$ cat config.mk
export PLATFORM = sky130hd
export DESIGN_NAME = tictactoe_game_ctrl
export DESIGN_NICKNAME = d
export VERILOG_FILES = /design/src/rtl/tictactoe_game_ctrl.sv
export SDC_FILE = /design/constraint.sdc
export NUM_CORES = 1
export LEC_CHECK = 0
export CORE_MARGIN = 2
export CORE_UTILIZATION = 35
export CTS_CLUSTER_DIAMETER = 150
export DETAILED_ROUTE_END_ITERATION = 10
export DONT_BUFFER_PORTS = 1
export SETUP_SLACK_MARGIN = 0.02
export SLEW_MARGIN = 25
export SYNTH_ARGS = -nofsm -noshare
export SYNTH_HDL_FRONTEND = slang
export SYNTH_SLANG_ARGS = --single-unit
$ cat constraint.sdc
create_clock -name clk -period 4.6 [get_ports clk]
set_input_delay 0.46 -clock clk [delete_from_list [all_inputs] [get_ports clk]]
set_output_delay 0.46 -clock clk [all_outputs]
set_load 0.01 [all_outputs]
$ cat src/rtl/tictactoe_game_ctrl.sv
// Tic-tac-toe game sequencer: accepts moves over valid/ready, owns the X/O boards
// that feed the combinational board checker, and turns its flags into a result.
module tictactoe_game_ctrl #(
  parameter bit FIRST_PLAYER = 1'b0
) (
  input  logic       clk,
  input  logic       rst_n,
  input  logic       new_game,
  input  logic       move_valid,
  input  logic [3:0] move_pos,
  output logic       move_ready,
  output logic       move_accept,
  output logic       move_reject,
  output logic [8:0] x_board,
  output logic [8:0] o_board,
  input  logic       win_x,
  input  logic       win_o,
  input  logic       full,
  input  logic       error,
  output logic       turn,
  output logic [3:0] move_count,
  output logic       game_over,
  output logic [1:0] result,
  output logic       fault
);

  // state   | meaning
  // S_PLAY  | waiting for a move; move_ready high
  // S_CHECK | one cycle: checker flags reflect the just-updated boards
  // S_DONE  | game finished; boards and result frozen, moves refused
  typedef enum logic [1:0] {S_PLAY, S_CHECK, S_DONE} state_e;

  state_e     state_q;
  logic [8:0] x_q, o_q;
  logic       turn_q;
  logic [3:0] cnt_q;
  logic [1:0] result_q;
  logic       fault_q, accept_q, reject_q;

  logic [8:0] cell_mask_d;
  logic       legal_d;

  // Shifting past bit 8 yields zero, so positions 9..15 never look occupied;
  // the explicit range check is what rejects them.
  assign cell_mask_d = 9'd1 << move_pos;
  assign legal_d     = (move_pos <= 4'd8) && (((x_q | o_q) & cell_mask_d) == 9'd0);

  always_ff @(posedge clk) begin
    accept_q <= 1'b0;
    reject_q <= 1'b0;
    if (!rst_n || new_game) begin
      state_q  <= S_PLAY;
      x_q      <= 9'd0;
      o_q      <= 9'd0;
      turn_q   <= FIRST_PLAYER;
      cnt_q    <= 4'd0;
      result_q <= 2'b00;
      fault_q  <= 1'b0;
    end else begin
      case (state_q)
        S_PLAY: begin
          if (move_valid) begin
            if (legal_d) begin
              if (turn_q) o_q <= o_q | cell_mask_d;
              else        x_q <= x_q | cell_mask_d;
              cnt_q    <= cnt_q + 4'd1;
              accept_q <= 1'b1;
              state_q  <= S_CHECK;
            end else begin
              reject_q <= 1'b1;
            end
          end
        end
        S_CHECK: begin
          if (error) begin
            fault_q  <= 1'b1;
            result_q <= 2'b00;
            state_q  <= S_DONE;
          end else if (win_x) begin
            result_q <= 2'b01;
            state_q  <= S_DONE;
          end else if (win_o) begin
            result_q <= 2'b10;
            state_q  <= S_DONE;
          end else if (full) begin
            result_q <= 2'b11;
            state_q  <= S_DONE;
          end else begin
            turn_q  <= ~turn_q;
            state_q <= S_PLAY;
          end
        end
        S_DONE: begin
          if (move_valid) reject_q <= 1'b1;
        end
        default: state_q <= S_PLAY;
      endcase
    end
  end

  assign move_ready  = (state_q == S_PLAY);
  assign game_over   = (state_q == S_DONE);
  assign move_accept = accept_q;
  assign move_reject = reject_q;
  assign x_board     = x_q;
  assign o_board     = o_q;
  assign turn        = turn_q;
  assign move_count  = cnt_q;
  assign result      = result_q;
  assign fault       = fault_q;

endmodule

==> flow_metrics.tcl <==
set metrics [dict create \
    synth_top_area_share_pct 44.4 \
    fin_crit_ns 1.97 \
    postRouteAntennaNets 0 \
    via_per_inst 5.43 \
    slew_headroom_pct 39.4 \
    crit_family "simple AND/OR/NAND/NOR gates" \
    synth_edf_count 0 \
    grt_overflow 0 \
    dr.first_iter.drc_count 35 \
    path_class "reg2reg" \
    hpwlAfterDp_um 2340 \
    synthFlopType "dfxtp_1" \
    grt_pass1_wl_um 5040 \
    crit_chain "nor3_1 -> a2111oi_0 -> nor3_1 -> and2_1 -> a32o_1" \
    fp.dieH_um 66.2 \
    ctsResizeCount 0 \
    drt-wirelength-per-cell_um 15.4 \
    grt_pass1_vias 1091 \
    vdd_drop_max_v 0.000212 \
    dpl-instance-area_um2 1370 \
    crit_fanout 7 \
    rsz0062_at_grt "false" \
    synth_area_um2 1350 \
    synthCells 148 \
    cts-htree-levels 2 \
    fill_cells 375 \
    outcome "finished, final reports clean" \
    setup_viol 0 \
    num_rows 22 \
    synth_top_cell_by_area "dfxtp_1" \
    startpoint_type "flop" \
    yosysMostFrequentCell "dfxtp_1" \
    fp.dieW_um 66.2 \
    clk_latency_ns 0.28 \
    cp.buffers_inverters 0 \
    cts.sinks 30 \
    synthToLayoutAreaGrowth_pct 9.06 \
    grt_max_degree 32 \
    numCtsBuffers 5 \
    hold_viol 0 \
    fin_crit_sh_pct 42.8 \
    start_util_pct 36.7 \
    dr.pass1.iters 4 \
    slew_violations 0 \
    power_density_nw_per_um2 373 \
    io_buffer_count 0 \
    worst_path_most_repeated_cell "nor3_1" \
    max_freq_mhz 508 \
    grt_util_met3_pct 5.79 \
    diodes 0 \
    path_clk_slew_ns 0.07 \
    async_flop_share_pct 0 \
    met2_usage_pct 25.8 \
    cellLeakagePower_nw 0.532 \
    max-cap-violations 0 \
    synth_common_cells "dfxtp_1, nand2_1, nor2_1" \
    final.setup.tns_ns 0 \
    synth.distinct_cells 40 \
    hp-class "in2reg" \
    synthTopCellsByArea "dfxtp_1, nand2_1, o31ai_1" \
    final_cell_area_um2 1480 \
    gp_congestion 0.907 \
    synth_seq_cells 30 \
    die_area_um2 4380 \
    final_nets 163 \
    core_um2 3690 \
    finClkSkew_ns 0.00947 \
    cp_data_arrival_time_ns 2.19 \
    cp-end-kind "flop" \
    routed_wl_um 3060 \
    vias 1080 \
    worstMarginPinSlew_ns 0.902 \
    cts_setup_buffers 0 \
    cts_buffer_depth 2 \
    top_usage_layer "met2" \
    drive_gt1_share_pct 13.2 \
    track_usage_pct 15.7 \
    hold_buffers 0 \
    max_stage_delay_ns 0.71 \
    gr-usage-met1_pct 16.2 \
    synth_nets 161 \
    root_buffer "clkbuf_8" \
    yosysWarnings 0 \
    drc 0 \
    ios 42 \
    ys_seq_area_share_pct 44.4 \
    crit_slowest_cell "nor3_1" \
    antenna_found_initial 0 \
    cp.required_ns 4.82 \
    cts_tree "yes" \
    syn_avg_cell_area_um2 9.15 \
]
-- kinds of logic (layout without fill, tap and decap cells) --
logic type	count (synthesis)	in the layout	synth area share, %
buf+inv	8	11	4.71
simple gates	75	75	28.6
compound gates	28	28	17.1
fa+ha+maj	1	1	0.924
flops	30	30	44.4
xor+xnor	1	1	0.647
mux	5	5	3.70
-- routing by layer --
metal	part of all wire, %	wire length (um)
met1	39	1190
met2	50	1540
met3	9.5	291
met4	1.6	48
met5	0	0
-- flip-flops by register name (all words and copies together) (netlist names) --
register and count:
fault 1, move_accept 1, move_count 4, move_reject 1, o_board 9, result 2, state_q 2, turn 1
x_board 9
-- final timing paths --
path | from | to | slack (ns) | depth (start not counted)
max | x_board[4] | x_board[0] | 2.63 | 5
min reg2reg | o_board[8] | o_board[8] | 0.52 | 2
max reg2reg | x_board[4] | x_board[0] | 2.63 | 5
min | error | fault | 0.33 | 2
-- where the power goes --
group | internal (mW) | leakage (nW) | switching [mW] | total, mW
clock | 0.159 | 0.0579 | 0.0946 | 0.254
combinational | 0.0104 | 0.232 | 0.0216 | 0.0321
sequential | 0.262 | 0.242 | 0.00251 | 0.264
-- layout by cell type, fill, tap and decap left out, drive strengths merged, types with 3 or more instances in the layout --
cell type,n
o31ai,10
mux2i,5
nand2b,5
nor3,7
clkbuf,5
dfxtp,30
nor2,16
a22o,3
nand3,3
nand2,24
nor2b,5
o21ai,4
nand4,3
-- through the flow --
step	hold slack [ns]	instances	worst slack (ns)	power, mW	util [%]
after floorplan	0.482	148	2.40	0.300	-
after global placement	0.507	191	2.45	0.302	37.1
after detailed placement	0.506	191	2.37	0.302	37.1
after CTS	0.324	199	2.65	0.559	40.0
after global routing	0.353	199	2.48	0.574	40.0
final	0.332	199	2.63	0.550	40.0
-- cell type report --
type	instances	area, um2	share of cell area (%)
clock buffers	5	68.8	4.66
repair buffers	1	7.51	0.508
flip-flops and latches	30	601	40.7
multi-input cells	110	692	46.9
well taps	48	60.1	4.07
clock inverters	3	40.0	2.71
inverters	2	7.51	0.508
(Power assumes the default switching activity.)
